$ cat config.mk
export PLATFORM = sky130hd
export DESIGN_NAME = vsd_arbiter
export DESIGN_NICKNAME = d
export VERILOG_FILES = /design/src/rtl/vsd_arbiter.sv
export SDC_FILE = /design/constraint.sdc
export NUM_CORES = 1
export LEC_CHECK = 0
export ABC_AREA = 0
export ABC_CLOCK_PERIOD_IN_PS = 2600
export CELL_PAD_IN_SITES_DETAIL_PLACEMENT = 2
export CELL_PAD_IN_SITES_GLOBAL_PLACEMENT = 2
export CORE_ASPECT_RATIO = 1.75
export CORE_MARGIN = 2
export CORE_UTILIZATION = 27
export DETAILED_ROUTE_END_ITERATION = 16
export HOLD_SLACK_MARGIN = 0.12
export PLACE_DENSITY = 0.87
export SLEW_MARGIN = 30
export SYNTH_ARGS = -nofsm -noshare
export SYNTH_HDL_FRONTEND = slang
export SYNTH_SLANG_ARGS = --single-unit
$ cat constraint.sdc
create_clock -name clk_sys -period 2.6 [get_ports clk_sys]
set_input_delay 0.65 -clock clk_sys [delete_from_list [all_inputs] [get_ports clk_sys]]
set_output_delay 0.65 -clock clk_sys [all_outputs]
set_load 0.05 [all_outputs]
$ cat src/rtl/vsd_arbiter.sv
// Round-robin arbiter from NUM virtual SD drives onto one hps_io block port; 1-cycle grant latency.
// A drive's request is held by hps_io's sd_ack handshake; cpu_wait stalls the CPU while writes are outstanding.
module vsd_arbiter #(
  parameter int NUM      = 2,
  parameter int LBA_W    = 32,
  parameter int DW       = 16,
  parameter int ACK_TO   = 28000000,
  parameter int ACT_HOLD = 1000000
) (
  input  logic                 clk_sys,
  input  logic                 reset_n,
  input  logic [NUM*LBA_W-1:0] dev_lba,
  input  logic [NUM-1:0]       dev_rd,
  input  logic [NUM-1:0]       dev_wr,
  output logic [NUM-1:0]       dev_ack,
  input  logic [NUM*DW-1:0]    dev_buff_din,
  output logic [LBA_W-1:0]     sd_lba,
  output logic [NUM-1:0]       sd_rd,
  output logic [NUM-1:0]       sd_wr,
  input  logic [NUM-1:0]       sd_ack,
  output logic [DW-1:0]        sd_buff_din,
  output logic                 cpu_wait,
  output logic                 err,
  output logic                 act
);

  localparam int PW = (NUM > 1) ? $clog2(NUM) : 1;
  localparam int TW = $clog2(ACK_TO + 1);
  localparam int AW = $clog2(ACT_HOLD + 1);

  typedef enum logic [1:0] {
    IDLE     = 2'd0,
    WAIT_ACK = 2'd1,
    BUSY     = 2'd2
  } state_e;

  state_e             state_q, state_d;
  logic [PW-1:0]      grant_q, grant_d;
  logic [PW-1:0]      rr_q, rr_d;
  logic [TW-1:0]      timer_q, timer_d;
  logic [AW-1:0]      act_cnt_q, act_cnt_d;
  logic [NUM-1:0]     sd_rd_q, sd_rd_d;
  logic [NUM-1:0]     sd_wr_q, sd_wr_d;
  logic [LBA_W-1:0]   sd_lba_q, sd_lba_d;
  logic               err_q, err_d;
  logic [NUM-1:0]     wpend_q, wpend_d;
  logic [NUM-1:0]     wr_prev_q;
  logic [NUM-1:0]     wclr;

  logic [NUM-1:0]     pend;
  logic               pick_vld;
  logic [PW-1:0]      pick_idx;
  logic [PW-1:0]      cand;

  logic [LBA_W-1:0]   lba_a [NUM];
  logic [DW-1:0]      din_a [NUM];

  function automatic logic [PW-1:0] inc_wrap(input logic [PW-1:0] v);
    return (v == PW'(NUM - 1)) ? '0 : v + PW'(1);
  endfunction

  for (genvar g = 0; g < NUM; g++) begin : g_lane
    assign lba_a[g]   = dev_lba[g*LBA_W +: LBA_W];
    assign din_a[g]   = dev_buff_din[g*DW +: DW];
    assign dev_ack[g] = sd_ack[g] & (grant_q == PW'(g)) & (state_q != IDLE);
  end

  assign pend = dev_rd | dev_wr;

  // Walk from rr_q around the ring; the first pending drive wins.
  always_comb begin
    pick_vld = 1'b0;
    pick_idx = '0;
    cand     = rr_q;
    for (int k = 0; k < NUM; k++) begin
      if (!pick_vld && pend[cand]) begin
        pick_vld = 1'b1;
        pick_idx = cand;
      end
      cand = inc_wrap(cand);
    end
  end

  always_comb begin
    state_d  = state_q;
    grant_d  = grant_q;
    rr_d     = rr_q;
    timer_d  = timer_q;
    sd_rd_d  = sd_rd_q;
    sd_wr_d  = sd_wr_q;
    sd_lba_d = sd_lba_q;
    err_d    = 1'b0;
    wclr     = '0;
    case (state_q)
      IDLE: begin
        if (pick_vld) begin
          grant_d  = pick_idx;
          sd_lba_d = lba_a[pick_idx];
          sd_rd_d  = '0;
          sd_wr_d  = '0;
          // A write takes precedence when the drive raises both.
          if (dev_wr[pick_idx]) sd_wr_d[pick_idx] = 1'b1;
          else                  sd_rd_d[pick_idx] = 1'b1;
          timer_d  = '0;
          state_d  = WAIT_ACK;
        end
      end
      WAIT_ACK: begin
        if (sd_ack[grant_q]) begin
          state_d = BUSY;
        end else if (timer_q == TW'(ACK_TO - 1)) begin
          sd_rd_d = '0;
          sd_wr_d = '0;
          err_d   = 1'b1;
          rr_d    = inc_wrap(grant_q);
          state_d = IDLE;
        end else if (timer_q != '1) begin
          timer_d = timer_q + TW'(1);
        end
      end
      BUSY: begin
        if (!sd_ack[grant_q]) begin
          wclr    = sd_wr_q;
          sd_rd_d = '0;
          sd_wr_d = '0;
          rr_d    = inc_wrap(grant_q);
          state_d = IDLE;
        end
      end
      default: state_d = IDLE;
    endcase
  end

  // A new write edge wins over a completion clearing the same drive.
  assign wpend_d = (wpend_q & ~wclr) | (dev_wr & ~wr_prev_q);

  always_comb begin
    act_cnt_d = act_cnt_q;
    if (state_q == BUSY)     act_cnt_d = AW'(ACT_HOLD);
    else if (act_cnt_q != 0) act_cnt_d = act_cnt_q - AW'(1);
  end

  always_ff @(posedge clk_sys or negedge reset_n) begin
    if (!reset_n) begin
      state_q   <= IDLE;
      grant_q   <= '0;
      rr_q      <= '0;
      timer_q   <= '0;
      act_cnt_q <= '0;
      sd_rd_q   <= '0;
      sd_wr_q   <= '0;
      sd_lba_q  <= '0;
      err_q     <= 1'b0;
      wpend_q   <= '0;
      wr_prev_q <= '0;
    end else begin
      state_q   <= state_d;
      grant_q   <= grant_d;
      rr_q      <= rr_d;
      timer_q   <= timer_d;
      act_cnt_q <= act_cnt_d;
      sd_rd_q   <= sd_rd_d;
      sd_wr_q   <= sd_wr_d;
      sd_lba_q  <= sd_lba_d;
      err_q     <= err_d;
      wpend_q   <= wpend_d;
      wr_prev_q <= dev_wr;
    end
  end

  assign sd_rd       = sd_rd_q;
  assign sd_wr       = sd_wr_q;
  assign sd_lba      = sd_lba_q;
  assign err         = err_q;
  assign cpu_wait    = |wpend_q;
  assign act         = (act_cnt_q != 0);
  assign sd_buff_din = din_a[grant_q];

endmodule

==> results_dict.tcl <==
set metrics [dict create \
    netlist_area_mm2 0.00483 \
    drv_slew 0 \
    clk-insertion-delay-late_ns 0.36 \
    finalSetupViolCount 1 \
    vias 4695 \
    cts_sinks 90 \
    overflow 0 \
    critPathMaxFanout 2 \
    synth_seq_area_share_pct 46.6 \
    clock_skew_ns 0.00669 \
    core-area_mm2 0.0175 \
    crit_type "flop to output pin" \
    die_x_um 105 \
    syn_avg_cell_area_um2 9.72 \
    routed_wl_um 20100 \
    antenna_found_initial 0 \
    fin_cells 913 \
    relSlewSlack_pct 60.8 \
    placed_cells 895 \
    hold_viol_final 0 \
    setup_slack_ns -0.315 \
    synth_top_flop_cell "dfrtp_1" \
    max-cap-violations 0 \
    wl_per_cell_um 22.0 \
    ir_drop_mv 0.598 \
    area_growth_pct 53.1 \
    ant_nets 0 \
    grt_pass1_wl_um 31900 \
    syn-num-nets 607 \
    die_h_um 181 \
    max_freq_mhz 343 \
    status "finished with violations" \
    antennaDiodeCount 0 \
    synth_cell_types 57 \
    p_leak_nw 3.11 \
    crit_required_ns 1.95 \
    drt_first_pass_iters 4 \
    drive_gt1_share_pct 16.4 \
    endpoint_kind "output pin" \
    die-area_mm2 0.0190 \
    fp-row-count 64 \
    dp_hpwl_um 14900 \
    drt_iter0_markers 145 \
    synth_cells 497 \
    via_per_inst 5.14 \
    grt_max_degree 62 \
    tightest_slew_ns 0.587 \
    io_pins 161 \
    whs_ns 0.232 \
    clkTransAtPathRegs_ns 0.07 \
    worstPathArrival_ns 2.26 \
    drc_errors 0 \
    wl_met3_um 1070 \
    synth_edf_count 0 \
    powerDensity_mw_per_mm2 1120 \
    root_buffer "clkbuf_16" \
    hold_class "primary input to async pin" \
    numCtsBuffers 9 \
    wl_met1_um 6530 \
    synth-seq-cells 90 \
    cts_tree "done" \
    fin_crit_sh_pct 112 \
    initial_core_util_pct 27.5 \
    cts_buffer_depth 2 \
    post-route-min-period_ns 2.91 \
    place_congestion 0.849 \
    cts_max_level 3 \
    routed.top_layer "met4" \
    postCtsHoldBufs 0 \
    port_buffers 160 \
    failed_checks "negative setup slack" \
    ys_warn_count 0 \
    nets 787 \
    start_kind "flop" \
    rsz0062_at_grt "true" \
    async_flop_share_pct 100 \
    grt_pass1_vias 5763 \
    grt_usage_pct 21.8 \
    route.met2.wl_um 11800 \
]
-- flip-flops by register name, indices dropped and copies added, names as in the netlist --
signal,cells
act_cnt_q,20
sd_wr,2
rr_q,1
wpend_q,2
wr_prev_q,2
err,1
sd_rd,2
timer_q,25
state_q,2
sd_lba,32
grant_q,1
-- synth_stat cells (4+ instances only) --
master,instances,area [um^2]
a31oi_1,7,43.8
xnor2_1,8,70.1
and3_1,5,31.3
o31ai_1,8,60.1
mux2_2,22,248
clkbuf_1,15,56.3
mux2i_1,35,350
nor2_1,35,131
nor4_1,8,50.1
xor2_1,7,61.3
a21oi_1,11,55.1
nand3_1,16,80.1
nand4b_1,4,35.0
buf_1,4,15.0
inv_1,12,45.0
o21ai_0,48,240
dfrtp_1,90,2250
nand4_1,7,43.8
o21ai_1,9,45.0
ha_1,6,75.1
nand2_1,61,229
nand2b_1,7,43.8
and2_1,5,31.3
nor3_1,14,70.1
-- cells by family (layout without fill, tap and decap cells) --
group,after synthesis,in the layout,share of synthesized area [%]
AND/OR/NAND/NOR,195,195,21.2
AO/OA/AOI/OAI,97,97,12.0
flip-flops,90,90,46.6
multiplexers,58,58,12.7
buffers and inverters,36,221,3.24
XOR/XNOR,15,15,2.72
adder cells (fa/ha/maj),6,6,1.55
-- worst paths after layout --
kind,endpoint,slack [ns],start,depth (start not counted)
max,act,-0.31,act_cnt_q[12],4
min,timer_q[20],0.23,reset_n,1
max reg2reg,sd_rd[1],0.08,timer_q[18],6
min reg2reg,wpend_q[1],0.44,wr_prev_q[1],1
max in group asynchronous,sd_lba[0],1.67,reset_n,2
min in group clk_sys,wpend_q[1],0.44,wr_prev_q[1],1
-- through the flow --
stage	util [%]	setup TNS [ns]	area, um^2	power, W	setup WS [ns]
floorplan	-	0	4830	0.00488	0.111
global placement	40.3	-0.844	7080	0.00663	-0.126
detailed placement	40.3	-3.41	7080	0.00694	-0.300
CTS	42.1	-0.301	7380	0.00833	-0.301
global route	42.1	-0.358	7390	0.00869	-0.358
finish	42.1	-0.315	7390	0.00826	-0.315
-- routing by layer --
metal	vias to the layer above	GRT usage, %
met1	2371	20.3
met5	-	0
met3	37	5.77
li1	2128	-
met2	159	43.5
met4	0	8.80
-- critical path, stage by stage (launching register included) --
cell and delay, ns:
dfrtp_1 0.39, or4_4 0.55, or4_4 0.45, or3_4 0.36, buf_6 0.16
-- power by group --
part	internal (W)	switching, W
registers	0.00183	0.000337
clock network	0.000681	0.000603
logic	0.00185	0.00297
-- area by class of cell --
cell class / instances / area [um^2]
clock inverters: 5 / 37.5
fillers: 1788 / 10100
flip-flops and latches: 90 / 2250
multi-input cells: 371 / 2450
repair buffers: 193 / 2080
clock buffers: 11 / 243
inverters: 12 / 45.0
well taps: 231 / 289
-- cells in the final DEF, fill, tap and decap left out, drive strengths merged, types with 2 or more instances in the layout --
master | Yosys | layout
or4bb | 2 | 2
xor2 | 7 | 7
mux2 | 22 | 22
nor3b | 3 | 3
or2 | 4 | 4
mux2i | 36 | 36
a221o | 2 | 2
nor3 | 14 | 14
o31ai | 8 | 8
o41ai | 2 | 2
clkdlybuf4s50 | 0 | 140
clkinvlp | 0 | 2
or3b | 2 | 2
o211ai | 2 | 2
xnor2 | 8 | 8
a21oi | 11 | 11
nand4 | 7 | 7
nand2 | 62 | 62
nor2 | 35 | 35
nand3 | 17 | 17
ha | 6 | 6
inv | 12 | 14
and2 | 6 | 6
or3 | 5 | 5
a31oi | 7 | 7
nand2b | 7 | 7
nand4b | 5 | 5
nor4 | 8 | 8
and4 | 2 | 2
dfrtp | 90 | 90
or4 | 4 | 4
nand3b | 3 | 3
clkbuf | 15 | 11
and3 | 5 | 5
o21ai | 57 | 57
buf | 9 | 53
a211oi | 2 | 2
-- what timing repair did --
action	in CTS	in global routing
pin swaps	0	0
buffers inserted	2	0
gates resized for setup	3	3
setup endpoints to repair	2	6
No activity file was read; power rests on OpenSTA's default activity.
